$ cat config.mk
export PLATFORM = sky130hd
export DESIGN_NAME = mem_access_ctrl
export DESIGN_NICKNAME = d
export VERILOG_FILES = /design/src/rtl/mem_access_ctrl_pkg.sv /design/src/rtl/mem_access_ctrl_timeout_cnt.sv /design/src/rtl/mem_access_ctrl.sv
export SDC_FILE = /design/constraint.sdc
export NUM_CORES = 1
export LEC_CHECK = 0
export CORE_MARGIN = 1
export CORE_UTILIZATION = 49
export DETAILED_ROUTE_END_ITERATION = 6
export GPL_ROUTABILITY_DRIVEN = 0
export HOLD_SLACK_MARGIN = 0.03
export PLACE_DENSITY = 0.95
export SETUP_SLACK_MARGIN = 0.2
export SLEW_MARGIN = 20
export SYNTH_ARGS = -nofsm -noshare
export SYNTH_HDL_FRONTEND = slang
export SYNTH_HIERARCHICAL = 1
export SYNTH_SLANG_ARGS = --single-unit
export TNS_END_PERCENT = 20
$ cat constraint.sdc
create_clock -name clk -period 2.9 [get_ports clk]
set_input_delay 0.435 -clock clk [delete_from_list [all_inputs] [get_ports clk]]
set_output_delay 0.435 -clock clk [all_outputs]
set_load 0.03 [all_outputs]
$ cat src/rtl/mem_access_ctrl_pkg.sv
// Shared types and constants for the memory-stage access controller.
package mem_access_ctrl_pkg;

    localparam int unsigned WORD_W = 16;

    typedef enum logic [1:0] {
        IDLE  = 2'd0,
        ISSUE = 2'd1,
        WAIT  = 2'd2,
        ERR   = 2'd3
    } state_t;

endpackage

$ cat src/rtl/mem_access_ctrl_timeout_cnt.sv
// Clearable saturating up-counter with a terminal-count flag.
module mem_timeout_cnt #(
    parameter int unsigned CNT_W  = 7,
    parameter int unsigned TC_VAL = 63
) (
    input  logic clk,
    input  logic rst,
    input  logic clr,
    input  logic en,
    output logic tc_c
);

    logic [CNT_W-1:0] cnt_q;

    assign tc_c = (cnt_q == CNT_W'(TC_VAL));

    // Holds at the terminal value instead of wrapping.
    always_ff @(posedge clk or negedge rst) begin
        if (!rst) begin
            cnt_q <= '0;
        end else if (clr) begin
            cnt_q <= '0;
        end else if (en && !tc_c) begin
            cnt_q <= cnt_q + CNT_W'(1);
        end
    end

endmodule

$ cat src/rtl/mem_access_ctrl.sv
// Memory-stage controller: sequences one data-memory access at a time and
// delivers a registered result to writeback.
module mem_access_ctrl
    import mem_access_ctrl_pkg::*;
#(
    parameter int unsigned TIMEOUT_CYC = 64,
    parameter int unsigned CNT_W       = 7
) (
    input  logic              clk,
    input  logic              rst,
    input  logic              ex_valid,
    input  logic [WORD_W-1:0] ex_alu_out,
    input  logic [WORD_W-1:0] ex_srcb,
    input  logic [WORD_W-1:0] ex_next_PC,
    input  logic              ex_memwrt,
    input  logic              ex_regsrc,
    output logic              mem_req,
    output logic              mem_wr,
    output logic [WORD_W-1:0] mem_addr,
    output logic [WORD_W-1:0] mem_wdata,
    input  logic [WORD_W-1:0] mem_rdata,
    input  logic              mem_stall,
    input  logic              mem_done,
    output logic              stall,
    output logic              wb_valid,
    output logic [WORD_W-1:0] wb_data,
    output logic [WORD_W-1:0] wb_next_PC,
    output logic              err
);

    state_t            state_q, state_d;
    logic              mem_req_d, mem_wr_d, wb_valid_d, err_d;
    logic [WORD_W-1:0] addr_d, wdata_d, wb_data_d, wb_pc_d;
    logic [WORD_W-1:0] pc_q, pc_d;
    logic              cnt_clr, cnt_en, cnt_tc;
    logic              complete;

    assign stall = (state_q != IDLE);

    mem_timeout_cnt #(
        .CNT_W  (CNT_W),
        .TC_VAL (TIMEOUT_CYC - 1)
    ) u_timeout_cnt (
        .clk  (clk),
        .rst  (rst),
        .clr  (cnt_clr),
        .en   (cnt_en),
        .tc_c (cnt_tc)
    );

    always_ff @(posedge clk or negedge rst) begin
        if (!rst) begin
            state_q <= IDLE;
        end else begin
            state_q <= state_d;
        end
    end

    // Next state and next values of all registered outputs.
    always_comb begin
        state_d    = state_q;
        mem_req_d  = 1'b0;
        mem_wr_d   = mem_wr;
        addr_d     = mem_addr;
        wdata_d    = mem_wdata;
        pc_d       = pc_q;
        wb_valid_d = 1'b0;
        wb_data_d  = wb_data;
        wb_pc_d    = wb_next_PC;
        err_d      = err;
        cnt_clr    = 1'b0;
        cnt_en     = 1'b0;
        complete   = 1'b0;

        case (state_q)
            IDLE: begin
                if (ex_valid) begin
                    if (ex_memwrt || ex_regsrc) begin
                        if (ex_alu_out[0]) begin
                            state_d = ERR;
                            err_d   = 1'b1;
                        end else begin
                            state_d   = ISSUE;
                            mem_req_d = 1'b1;
                            mem_wr_d  = ex_memwrt;
                            addr_d    = ex_alu_out;
                            wdata_d   = ex_srcb;
                            pc_d      = ex_next_PC;
                        end
                    end else begin
                        wb_valid_d = 1'b1;
                        wb_data_d  = ex_alu_out;
                        wb_pc_d    = ex_next_PC;
                    end
                end
            end
            ISSUE: begin
                if (mem_stall) begin
                    mem_req_d = 1'b1;
                end else if (mem_done) begin
                    complete = 1'b1;
                end else begin
                    state_d = WAIT;
                    cnt_clr = 1'b1;
                end
            end
            WAIT: begin
                cnt_en = 1'b1;
                if (mem_done) begin
                    complete = 1'b1;
                end else if (cnt_tc) begin
                    state_d = ERR;
                    err_d   = 1'b1;
                end
            end
            ERR: begin
                err_d = 1'b1;
            end
            default: begin
                state_d = IDLE;
            end
        endcase

        // Stores report their address; loads report the returned word.
        if (complete) begin
            state_d    = IDLE;
            wb_valid_d = 1'b1;
            wb_data_d  = mem_wr ? mem_addr : mem_rdata;
            wb_pc_d    = pc_q;
        end
    end

    always_ff @(posedge clk or negedge rst) begin
        if (!rst) begin
            mem_req    <= 1'b0;
            mem_wr     <= 1'b0;
            mem_addr   <= '0;
            mem_wdata  <= '0;
            pc_q       <= '0;
            wb_valid   <= 1'b0;
            wb_data    <= '0;
            wb_next_PC <= '0;
            err        <= 1'b0;
        end else begin
            mem_req    <= mem_req_d;
            mem_wr     <= mem_wr_d;
            mem_addr   <= addr_d;
            mem_wdata  <= wdata_d;
            pc_q       <= pc_d;
            wb_valid   <= wb_valid_d;
            wb_data    <= wb_data_d;
            wb_next_PC <= wb_pc_d;
            err        <= err_d;
        end
    end

endmodule

## After elaboration in Yosys (flattened, before gate mapping)

Cells that the tools add are included.

- Output and inout port bits: 69
- Bits of input ports: 71
- Flip-flop bits (word level): 92
- Word-level logic and storage cells: 85

- Bitwise gates (word level): 1
- Mux-type cells: 42
- Equality and inequality tests: 16
- Add/subtract/negate cells: 1
- Reduce and logical (&&, ||, !) cells: 14

Operators with widths:

| kind | count |
|---|---|
| $mux W16 | 9 |
| $mux W1 | 19 |
| $mux W2 | 8 |
| $ne A3 B3 Y1 const B | 5 |
| $mux W7 | 2 |
| $ne A2 B2 Y1 const B | 5 |
| $reduce_bool A2 Y1 | 4 |
| $add A7 B1 Y7 const B | 1 |
| $eq A7 B6 Y1 const B | 1 |
| $reduce_and A7 Y1 | 1 |
| $pmux W2 S3 | 1 |
| $reduce_and A6 Y1 | 1 |
| $eq A2 B2 Y1 const B | 2 |
| $pmux W1 S2 | 2 |
| $reduce_and A4 Y1 | 1 |
| $reduce_bool A4 Y1 | 1 |
| $ne A3 B2 Y1 const B | 1 |
| $pmux W1 S3 | 1 |
| $reduce_and A3 Y1 | 1 |
| $reduce_bool A3 Y1 | 1 |
| $eq A2 B1 Y1 const B | 1 |
| $logic_not A2 Y1 | 1 |
| $ne A2 B1 Y1 const B | 1 |
| $logic_and A1 B1 Y1 | 1 |
| other kinds (3) | 3 |

## Longest topological paths before layout

Gate-level depths: netlist (run 1).

- Depth in word-level cells: 5
- Depth in mapped cells: 8
- Depth with buffers taken out: 8

## By module

Netlist (run 1), hierarchy kept.

By module, submodules not included:

| module | cells an instance | instances | area an instance (sq um) | seq. area each (sq um) |
|---|---|---|---|---|
| mem_access_ctrl | 338 | 1 | 3,754.9 | 2,127.0 |
| mem_timeout_cnt | 38 | 1 | 409.1 | 175.2 |

## Worst setup path before layout (run 1)

OpenSTA, ideal clock, no wires.

- Kind: register -> register
- Start point: register u_timeout_cnt.cnt_q[0]
- End point: register state_q[0]
- Path buffers: 0
- Library setup time: 0.127 ns
- Slack: 1.153 ns
- Data required time: 2.773 ns
- Cell stages (with the launch flop): 9
- Data arrival time: 1.620 ns
- Path through: dfrtp_1 > ha_1 > nand2_1 > or3_4 > inv_1 > inv_1 > a221oi_1 > nand3_1 > mux2i_1

- Word-level cells in the longest chain between the ends: 3

Ends and longest elaborated chain:

| item | RTL line | RTL |
|---|---|---|
| start, declared | mem_access_ctrl_timeout_cnt.sv:13 | `logic [CNT_W-1:0] cnt_q;` |
| start signal, assigned | mem_access_ctrl_timeout_cnt.sv:24 | `cnt_q <= cnt_q + CNT_W'(1);` |
| $eq A7 B6 Y1 | mem_access_ctrl_timeout_cnt.sv:15 | `assign tc_c = (cnt_q == CNT_W'(TC_VAL));` |
| net cnt_tc | mem_access_ctrl.sv:35 | `logic cnt_clr, cnt_en, cnt_tc;` |
| $ne A3 B2 Y1 (no line) | -- |  |
| $reduce_and A7 Y1 (no line) | -- |  |
| end signal, assigned | mem_access_ctrl.sv:55 | `state_q <= state_d;` |
| end, declared | mem_access_ctrl.sv:31 | `state_t state_q, state_d;` |

The timed path passes the listed nets, and every way through them passes these cells.
A chain may end at the register's enable or synchronous reset.

## Worst setup path in the final report (run 1)

- Start point: register state_q[0]
- End point: output stall

- Word-level cells in the longest chain between the ends: 1

Ends and longest elaborated chain:

| item | RTL line | RTL |
|---|---|---|
| $reduce_bool A2 Y1 | mem_access_ctrl.sv:38 | `assign stall = (state_q != IDLE);` |
| end, declared | mem_access_ctrl.sv:24 | `output logic stall,` |

Every way passes these cells.

==> impl_metrics.env, run 1 <==
export IMPL_relSlewSlack=0.614
export IMPL_achievable_frequency_mhz=430
export IMPL_drt_pre_antenna_iters=4
export IMPL_synth_yosys_seq_area_share=0.553
export IMPL_part_of_the_total_power_dissipated_in_the_clock_network=0.121
export IMPL_crit_chain="inv_1 -> ha_1 -> inv_1 -> clkdlybuf4s50_1"
export IMPL_synth_top_cells_by_area="sky130_fd_sc_hd__dfrtp_1, sky130_fd_sc_hd__mux2_2, sky130_fd_sc_hd__nand2_1"
export IMPL_design_core_area_sq_mm=0.00822
export IMPL_first_global_vias=3559
export IMPL_cts_root_buffer_cell="sky130_fd_sc_hd__clkbuf_8"
export IMPL_worst_setup_hold_path_clk_slew_ns=0.09
export IMPL_power_per_cell_area_mw_per_mm2=1100
export IMPL_ys_warnings_count=6
export IMPL_chipWidth_um=94.2
export IMPL_critical_path_slowest_cell="sky130_fd_sc_hd__clkdlybuf4s50_1"
export IMPL_netSwitchingFraction=0.423
export IMPL_postRouteWirelength_mm=10.8
export IMPL_dpl_worst_slack_ns=0.669
export IMPL_worst_path_largest_cell_delay_ns=0.68
export IMPL_p_sw_uw=2730
export IMPL_antenna_violations_before_repair=0
export IMPL_routed_via_count=3389
export IMPL_number_of_register_bits_inferred_by_synthesis=92
export IMPL_synth_async_reset_ratio=1.00
export IMPL_numCtsBuffers=9
export IMPL_end_kind="output port"
export IMPL_cts_path_max_buffers=2
export IMPL_postLayoutSetupSlackWorst_ns=0.572
export IMPL_status="completed"
export IMPL_sum_of_negative_setup_slack_ns=0
export IMPL_max_cap_violations=0
export IMPL_total_grt_usage=0.258
export IMPL_cell_internal_pwr_uw=3710
export IMPL_cts_tree="built"
export IMPL_cts_setup_buffers=0
export IMPL_synthMostInstantiatedCell="sky130_fd_sc_hd__dfrtp_1"
export IMPL_power_sequential_fraction=0.359
export IMPL_drc=0
export IMPL_global_route_overflow_total=0
export IMPL_p_leak_uw=0.00248
export IMPL_sequential_cell_area_sq_mm=0.00230
export IMPL_final_nets=589
export IMPL_unrepaired_setup_endpoints_after_global_routing="false"
export IMPL_dominant_cell_type_by_area_after_synthesis="sky130_fd_sc_hd__dfrtp_1"
export IMPL_worst_min_delay_path_category="in2async"
export IMPL_timing_critical_path_mode_cell="sky130_fd_sc_hd__inv_1"
export IMPL_design_die_area_sq_mm=0.00887
export IMPL_clk_insertion_delay_late_ns=0.35
export IMPL_worst_setup_path_start_kind="flip-flop"
export IMPL_cts_max_level=3
export IMPL_timing_critical_path_required_ns=2.47
export IMPL_finalHoldWorstSlack_ns=0.0770
export IMPL_ys_dominant_reg_cell="sky130_fd_sc_hd__dfrtp_1"
export IMPL_count_of_final_hold_check_violations=0
export IMPL_synthDistinctLibCells=39
export IMPL_rows=33
export IMPL_initial_utilization=0.507
export IMPL_criticalPathCategory="reg2out"
export IMPL_mean_post_synth_cell_area_sq_um=11.1
export IMPL_detailedRoute_firstIterationViolations=144
export IMPL_y_dimension_of_the_die_um=94.2
export IMPL_finalSetupViolCount=0
export IMPL_ctsHoldBuffers=0
export IMPL_clock_skew_final_ns=0.0120
export IMPL_ant_nets=0
export IMPL_grt_start_max_net_pins=50
export IMPL_grt_first_pass_wirelength_mm=17.6
export IMPL_top_cells_by_count_synth="sky130_fd_sc_hd__dfrtp_1, sky130_fd_sc_hd__nand2_1, sky130_fd_sc_hd__a31oi_1, sky130_fd_sc_hd__mux2_2, sky130_fd_sc_hd__nor2_1"
export IMPL_fin_crit_sh=0.803
export IMPL_synth_area_sq_mm=0.00416
export IMPL_synthesis_nets=453
export IMPL_hpwlAfterDp_mm=7.72
export IMPL_cts_repair_resized=0
export IMPL_area_growth_pct=40.2
export IMPL_cp_data_arrival_time_ns=1.89
export IMPL_post_route_cells_drive_above_1_share=0.126
export IMPL_layout_filler_cells=612
export IMPL_vdd_ir_drop_max_mv=0.584
export IMPL_multi_input_comb_area_sq_mm=0.00173
export IMPL_portBuffers=138
export IMPL_maxSlewViolCount=0
export IMPL_post_drt_via_cell_ratio=5.46
export IMPL_cts_sinks=92
export IMPL_final_cells=621
export IMPL_timing_critical_path_fanout_max=5
export IMPL_wl_per_cell_um=17.4
export IMPL_synthDominantCellAreaShare=0.553
export IMPL_synth_edf_count=0
export IMPL_share_comb_of_total_power=0.520
export IMPL_top_level_ports=140
export IMPL_antenna_cells=0
export IMPL_cell_count_after_synthesis=376
export IMPL_numPlacedInstances=606
export IMPL_tightestPinTransition_ns=0.579
export IMPL_final_min_clock_period_ns=2.33
path summary, 6_finish.rpt:
check / to / slack (ns) / cells after the start / from
min reg2reg: pc_q[3] / 0.49 / 1 / pc_q[3]
min in group clk: pc_q[3] / 0.49 / 1 / pc_q[3]
max reg2reg: pc_q[11] / 0.82 / 6 / state_q[0]
max in group asynchronous: mem_addr[6] / 2.15 / 2 / rst
max: stall / 0.57 / 4 / state_q[0]
min: wb_valid / 0.08 / 1 / rst
worst max-delay path: cells and delay by family (launching register included):
family | cells | cell delay, ns
buffers and inverters | 3 | 0.85
flip-flops | 1 | 0.43
adder cells (fa/ha/maj) | 1 | 0.27
cell families after synthesis:
logic type / after synthesis / synth area share
mux: 53 / 0.143
other cells: 1 / 0.000901
fa+ha+maj: 6 / 0.0180
flops: 92 / 0.553
buf+inv: 32 / 0.0373
compound gates: 69 / 0.114
simple gates: 123 / 0.134
per-layer routing:
layer | GRT usage | routed length (um) | up-vias
li1 | - | - | 1589
met1 | 0.297 | 4230 | 1685
met2 | 0.465 | 5800 | 105
met3 | 0.0542 | 609 | 10
met4 | 0.103 | 144 | 0
met5 | 0 | 0 | -
per-stage QoR:
stage / cell area (sq um) / utilization / power [uW]
4_1_cts: 5840 / 0.711 / 6480
3_3_place_gp: 5660 / 0.689 / 5510
3_5_place_dp: 5660 / 0.689 / 5690
5_1_grt: 5840 / 0.711 / 6800
6_report: 5840 / 0.711 / 6440
2_1_floorplan: 4160 / - / 4240
registers in the layout, indices dropped and copies added, names as in the netlist, 2 cells and up:
register and count:
mem_addr 15, u_timeout_cnt/cnt_q 7, state_q 2, mem_wdata 16
pc_q 16, wb_next_PC 16, wb_data 16
final cells by class:
| class | count | area share |
|---|---|---|
| clock buffer | 10 | 0.0236 |
| tap | 105 | 0.0225 |
| clock inverter | 5 | 0.00664 |
| multi-input combinational | 252 | 0.296 |
| sequential | 92 | 0.394 |
| inverter | 9 | 0.00579 |
| timing repair buffer | 148 | 0.251 |
power by group through the flow:
| stage | Combinational, uW | Sequential, uW | Clock (uW) |
|---|---|---|---|
| floorplan | 1070 | 3170 | 0 |
| global placement | 3230 | 2280 | 0 |
| CTS | 3380 | 2300 | 803 |
| global route | 3570 | 2370 | 852 |
| finish | 3350 | 2310 | 776 |
| detailed placement | 3360 | 2320 | 0 |
placed cells by master (no fill, tap or decap), types with 10 or more instances in the layout:
cell / count
sky130_fd_sc_hd__clkbuf_8: 10
sky130_fd_sc_hd__buf_4: 10
sky130_fd_sc_hd__a31oi_1: 33
sky130_fd_sc_hd__nor2b_1: 18
sky130_fd_sc_hd__mux2_1: 20
sky130_fd_sc_hd__a211oi_1: 15
sky130_fd_sc_hd__clkdlybuf4s50_1: 137
sky130_fd_sc_hd__mux2_2: 28
sky130_fd_sc_hd__dfrtp_1: 92
sky130_fd_sc_hd__nor2_1: 21
sky130_fd_sc_hd__nand2_1: 71
Power figures use the tool's default switching activity.
==> run 2: changes to the inputs <==
CORE_UTILIZATION = 41   (was 49)
PLACE_DENSITY = 0.87   (was 0.95)
clock period = 2.1 ns   (was 2.9 ns; I/O delays follow)
==> run 2 against run 1 <==
Against the previous run: final cell count increased by 7.4%; non-clock buffer count is 17 higher; worst setup slack worse by 0.32 ns; first-iteration DRC count rose by 13%; clock skew fell by 0.0039 ns; worst hold slack improved by 0.36 ns; sequential cell count did not move; sequential power up 37%; wire length grew 3.5%; die area is 19% higher; clock-buffer cell count is 2 higher; via count up 3.5%; critical path type is now reg2reg; highest routed layer unchanged.
==> impl_metrics.env, run 2 (synthesis gave the netlist of run 1 again) <==
export IMPL_status="completed"
export IMPL_vdd_ir_drop_max_mv=1.04
export IMPL_portBuffers=138
export IMPL_ant_nets=0
export IMPL_antenna_cells=0
export IMPL_criticalPathCategory="reg2reg"
export IMPL_worst_setup_path_start_kind="flip-flop"
export IMPL_cts_sinks=92
export IMPL_finalHoldWorstSlack_ns=0.442
export IMPL_clock_skew_final_ns=0.00809
export IMPL_drc=0
export IMPL_cts_path_max_buffers=2
export IMPL_sequential_cell_area_sq_mm=0.00230
export IMPL_wl_per_cell_um=16.7
export IMPL_sum_of_negative_setup_slack_ns=0
export IMPL_layout_filler_cells=818
export IMPL_routed_via_count=3506
export IMPL_area_growth_pct=48.8
export IMPL_multi_input_comb_area_sq_mm=0.00176
export IMPL_most_common_layout_cells="sky130_fd_sc_hd__clkdlybuf4s50_1, sky130_fd_sc_hd__dfrtp_1, sky130_fd_sc_hd__nand2_1"
export IMPL_final_cells=667
export IMPL_worst_min_delay_path_category="in2async"
export IMPL_initial_utilization=0.424
export IMPL_hpwlAfterDp_mm=7.49
export IMPL_numCtsBuffers=9
export IMPL_rows=36
export IMPL_post_drt_via_cell_ratio=5.26
export IMPL_global_route_overflow_total=0
export IMPL_final_min_clock_period_ns=1.85
export IMPL_final_nets=606
export IMPL_cts_max_level=3
export IMPL_worst_r2r_cell_count=7
export IMPL_cp_data_arrival_time_ns=2.09
export IMPL_antenna_violations_before_repair=0
export IMPL_drt_pre_antenna_iters=4
export IMPL_numPlacedInstances=639
export IMPL_power_per_cell_area_mw_per_mm2=1530
export IMPL_chipWidth_um=103
export IMPL_post_route_cells_drive_above_1_share=0.172
export IMPL_design_core_area_sq_mm=0.00982
export IMPL_achievable_frequency_mhz=542
export IMPL_cts_tree="built"
export IMPL_count_of_final_hold_check_violations=0
export IMPL_mostFrequentLayoutCell="sky130_fd_sc_hd__clkdlybuf4s50_1"
export IMPL_finalSetupViolCount=0
export IMPL_first_global_vias=3607
export IMPL_final_core_utilization=0.631
export IMPL_timing_critical_path_fanout_max=24
export IMPL_grt_start_max_net_pins=52
export IMPL_detailedRoute_firstIterationViolations=163
export IMPL_maxSlewViolCount=0
export IMPL_y_dimension_of_the_die_um=103
export IMPL_fin_crit_sh=0.879
export IMPL_clk_insertion_delay_late_ns=0.37
export IMPL_design_die_area_sq_mm=0.0106
export IMPL_timing_critical_path_required_ns=2.35
export IMPL_p_leak_uw=0.00263
export IMPL_top_level_ports=140
export IMPL_end_kind="flip-flop"
export IMPL_unrepaired_setup_endpoints_after_global_routing="true"
export IMPL_worst_setup_hold_path_clk_slew_ns=0.09
export IMPL_cts_root_buffer_cell="sky130_fd_sc_hd__clkbuf_8"
export IMPL_grt_first_pass_wirelength_mm=17.4
export IMPL_total_grt_usage=0.219
export IMPL_postRouteWirelength_mm=11.2
export IMPL_max_cap_violations=0
run 2: path summary, 6_finish.rpt:
kind	start	to	slack (ns)
min in group clk	pc_q[0]	pc_q[0]	0.49
max in group asynchronous	rst	mem_wdata[8]	0.99
setup / recovery	state_q[1]	pc_q[15]	0.25
hold / removal	rst	wb_valid	0.44
hold reg to reg	pc_q[0]	pc_q[0]	0.49
setup reg to reg	state_q[1]	pc_q[15]	0.25
run 2: report_power, final:
part           leakage [uW]  switching (uW)  internal [uW]  total (uW)
combinational       0.00140            2640           2190        4820
clock              0.000127             621            855        1480
sequential          0.00111             526           2640        3160
total               0.00263            3780           5680        9460
run 2: repair_timing:
| item | CTS | global route |
|---|---|---|
| hold buffers | 1 | 0 |
| setup buffers | 4 | 5 |
| pin swaps | 3 | 4 |
| endpoints found under the hold margin | 30 | 0 |
| endpoints found under the setup margin | 50 | 56 |
| gates resized for setup | 6 | 8 |
| gates cloned | 1 | 1 |
run 2: layer usage:
layer  vias up  GRT usage  share of wire
li1       1617          -              -
met1      1746      0.275           0.41
met2       121      0.361           0.50
met3        22     0.0603          0.067
met4         0     0.0813          0.022
met5         -          0              0
run 2: worst max-delay path, stage by stage (launching register included):
cell                      delay (ns)
sky130_fd_sc_hd__dfrtp_1        0.43
sky130_fd_sc_hd__inv_2          0.11
sky130_fd_sc_hd__ha_4           0.16
sky130_fd_sc_hd__nand2_2        0.10
sky130_fd_sc_hd__nor3_4         0.23
sky130_fd_sc_hd__buf_12         0.16
sky130_fd_sc_hd__buf_16         0.18
sky130_fd_sc_hd__mux2_2         0.35
run 2: layout make-up:
cell class                      count  share of cell area
Clock inverter                      4              0.0153
Timing Repair Buffer              165               0.272
Inverter                            9             0.00545
Clock buffer                       12              0.0250
Tap cell                          133              0.0269
Multi-Input combinational cell    252               0.283
Sequential cell                    92               0.371
run 2: per-stage QoR:
step | setup slack (ns) | cell area, sq um | total power (uW)
after floorplan | 0.353 | 4160 | 5860
after global placement | 0.167 | 5770 | 7680
after detailed placement | 0.0972 | 5770 | 7850
after CTS | 0.169 | 6110 | 9420
after global routing | 0.190 | 6200 | 10000
final | 0.255 | 6200 | 9460
==> patch: new RTL, config.mk and constraints of run 2 <==
`mem_addr`, `mem_wdata`, `pc_q` and `wb_data` no longer have a reset.
--- a/src/rtl/mem_access_ctrl.sv
+++ b/src/rtl/mem_access_ctrl.sv
@@ -135,9 +135,5 @@
             mem_req    <= 1'b0;
             mem_wr     <= 1'b0;
-            mem_addr   <= '0;
-            mem_wdata  <= '0;
-            pc_q       <= '0;
             wb_valid   <= 1'b0;
-            wb_data    <= '0;
             wb_next_PC <= '0;
             err        <= 1'b0;
@@ -145,9 +141,5 @@
             mem_req    <= mem_req_d;
             mem_wr     <= mem_wr_d;
-            mem_addr   <= addr_d;
-            mem_wdata  <= wdata_d;
-            pc_q       <= pc_d;
             wb_valid   <= wb_valid_d;
-            wb_data    <= wb_data_d;
             wb_next_PC <= wb_pc_d;
             err        <= err_d;
@@ -155,4 +147,11 @@
     end
 
+    always_ff @(posedge clk) begin
+        mem_addr  <= addr_d;
+        mem_wdata <= wdata_d;
+        pc_q      <= pc_d;
+        wb_data   <= wb_data_d;
+    end
+
 endmodule
 
Check against the original RTL: not equivalent (Yosys sat finds a counterexample within 4 cycles, from zero or initial values and one cycle with rst low).
==> patch against run 2 <==
Sequential share of layout area grew 9.5 points; worst hold slack lost 0.10 ns; design area shrank 9.4%; routed wire length shrank 23%; final cell count shrank 20%; area after synthesis shrank 8.7%; the flow now finishes with violations (DRC); utilization grew 0.31 points; power shrank 32%; sequential cell count is the same; setup slack lost 0.014 ns; fmax shrank 0.76%; critical endpoint is now state_q[0]; die area shrank 8.5%.
==> patch: results <==
metrics = {
    "cts": {
        "cts_buffer_depth": 2,
        "cts_buffers": 9,
        "clock_latency_ns": 0.36,
        "htreeDepth": 3,
        "path_clk_slew_ns": 0.10,
        "clock-root-buffer": "clkbuf_8",
    },
    "route": {
        "drt_iter0_markers": 87,
        "via_count": 2647,
        "drc_errors": 16,
        "via_per_inst": 4.97,
        "wl_per_cell_um": 16.0,
        "drt-pass1-iter-count": 7,
    },
    "timing": {
        "fin_skew_ns": 0.0125,
    },
    "critical_path": {
        "arrival_ns": 2.09,
        "cp_max_fo": 4,
        "slowest_delay_ns": 0.44,
        "cp_slowest_cell": "dfrtp_1",
    },
    "logic_synthesis": {
        "yosys-top-cells-count": "edfxtp_1 (63), mux2i_1 (35), dfrtp_1 (29)",
        "avgSynthCellArea_sq_um": 14.0,
        "ys_seq_area_share_pct": 68.8,
        "synth.distinct_cells": 41,
        "synth_area_leaders": "edfxtp_1 (50%), dfrtp_1 (19%), mux2i_1 (9.2%)",
        "synthArstFlopShare_pct": 31.5,
        "synth_fp_nets": 348,
        "synth-warning-count": 6,
        "synth_edf_count": 63,
    },
    "power_and_ir_drop": {
        "power.leakage_nw": 2.12,
        "worst_ir_drop_vdd_mv": 0.737,
    },
    "placement": {
        "port_buffers": 138,
        "post-place-cells": 514,
        "dp_hpwl_um": 6190,
    },
    "layout": {
        "layout-drive-gt1-share_pct": 11.1,
        "final_nets": 497,
        "fillers": 673,
        "diodes": 0,
    },
    "floorplan": {
        "row_count": 34,
    },
    "run_status": {
        "status": "finished, violations left",
        "violations": "DRC",
    },
    "run": {
        "cap_violations": 0,
    },
    "global_route": {
        "grt_pass1_vias": 2733,
        "grt_usage_pct": 18.3,
        "grt_start_max_net_pins": 40,
        "antenna_found_initial": 0,
        "grt_pass1_wl_um": 13700,
    },
    "hold_path": {
        "hold_class": "primary input to async pin",
    },
}
## patch: changes by cell type in the layout (fill, tap and decap cells not counted), moves of 15 or more
cell             run 2  this run
a211oi_1            15         0
a31oi_1             33         1
nor2b_1             18         3
edfxtp_1             0        63
nand2_1             69        22
mux2i_1              4        35
dfrtp_1             92        29
o21ai_0              8        24
mux2_2              28         0
mux2_1              20         1
## patch: critical path, delay by kind of cell (launching register included)
kind / cells / cell delay, ns
AND/OR/NAND/NOR: 3 / 0.59
flip-flops: 1 / 0.44
AO/OA/AOI/OAI: 1 / 0.27
multiplexers: 1 / 0.14
adder cells (fa/ha/maj): 1 / 0.17
buffers and inverters: 2 / 0.13
## patch: cell families (layout without fill, tap and decap cells)
logic type / after synthesis / in the layout / synth area share [%]
DFF: 92 / 92 / 68.8
and+or+nand+nor: 59 / 59 / 7.27
AOI/OAI and AO/OA: 54 / 54 / 8.65
muxes: 37 / 37 / 9.90
buffers and inverters: 22 / 176 / 3.29
adders and majority gates: 6 / 6 / 1.97
other: 1 / 1 / 0.0986
## patch: where the power goes
| part | leakage (nW) | switching, mW | internal (mW) |
|---|---|---|---|
| Clock | 0.109 | 0.679 | 0.582 |
| Combinational | 1.10 | 1.43 | 1.15 |
| Sequential | 0.911 | 0.212 | 2.36 |
| Total | 2.12 | 2.32 | 4.10 |
## patch: per-stage QoR
stage	hold slack (ns)	total power, mW	worst slack (ns)	instance area, sq um
floorplan	0.0194	4.12	0.249	3810
global placement	0.452	5.06	0.214	5350
detailed placement	0.457	5.14	0.140	5350
CTS	0.340	6.42	0.159	5570
global route	0.365	6.77	0.120	5610
finish	0.341	6.42	0.241	5610
## patch: final cells by class
cell class                      count  area (sq um)  share of cell area (%)
Tap cell                          108           135                    2.41
Multi-Input combinational cell    157          1110                    19.8
Timing Repair Buffer              151          1500                    26.7
Sequential cell                    92          2620                    46.6
Clock inverter                      7          92.6                    1.65
Clock buffer                        9           124                    2.21
Inverter                            9          33.8                   0.602
## patch: path summary, 6_finish.rpt
check,from,endpoint,slack [ns],cells past startpoint
worst max-delay path,u_timeout_cnt/cnt_q[0],state_q[0],0.24,8
worst min-delay path,rst,mem_wr,0.34,2
worst max register to register,u_timeout_cnt/cnt_q[0],state_q[0],0.24,8
worst min register to register,err,err,0.48,1
max in group asynchronous,rst,u_timeout_cnt/cnt_q[4],1.46,2
min in group clk,err,err,0.48,1
## patch: routing by layer
metal  vias up  part of all wire (%)  GRT usage, %
li1       1279                     -             -
met1      1263                    40          21.2
met2        96                    51          33.5
met3         9                   7.5          4.29
met4         0                  0.95          5.97
met5         -                     0             0
## patch: repair_timing
item                                    CTS  global route
endpoints found under the setup margin    3            62
gates resized for setup                   1             6
pin swaps                                 0             2
buffers inserted                          0             3
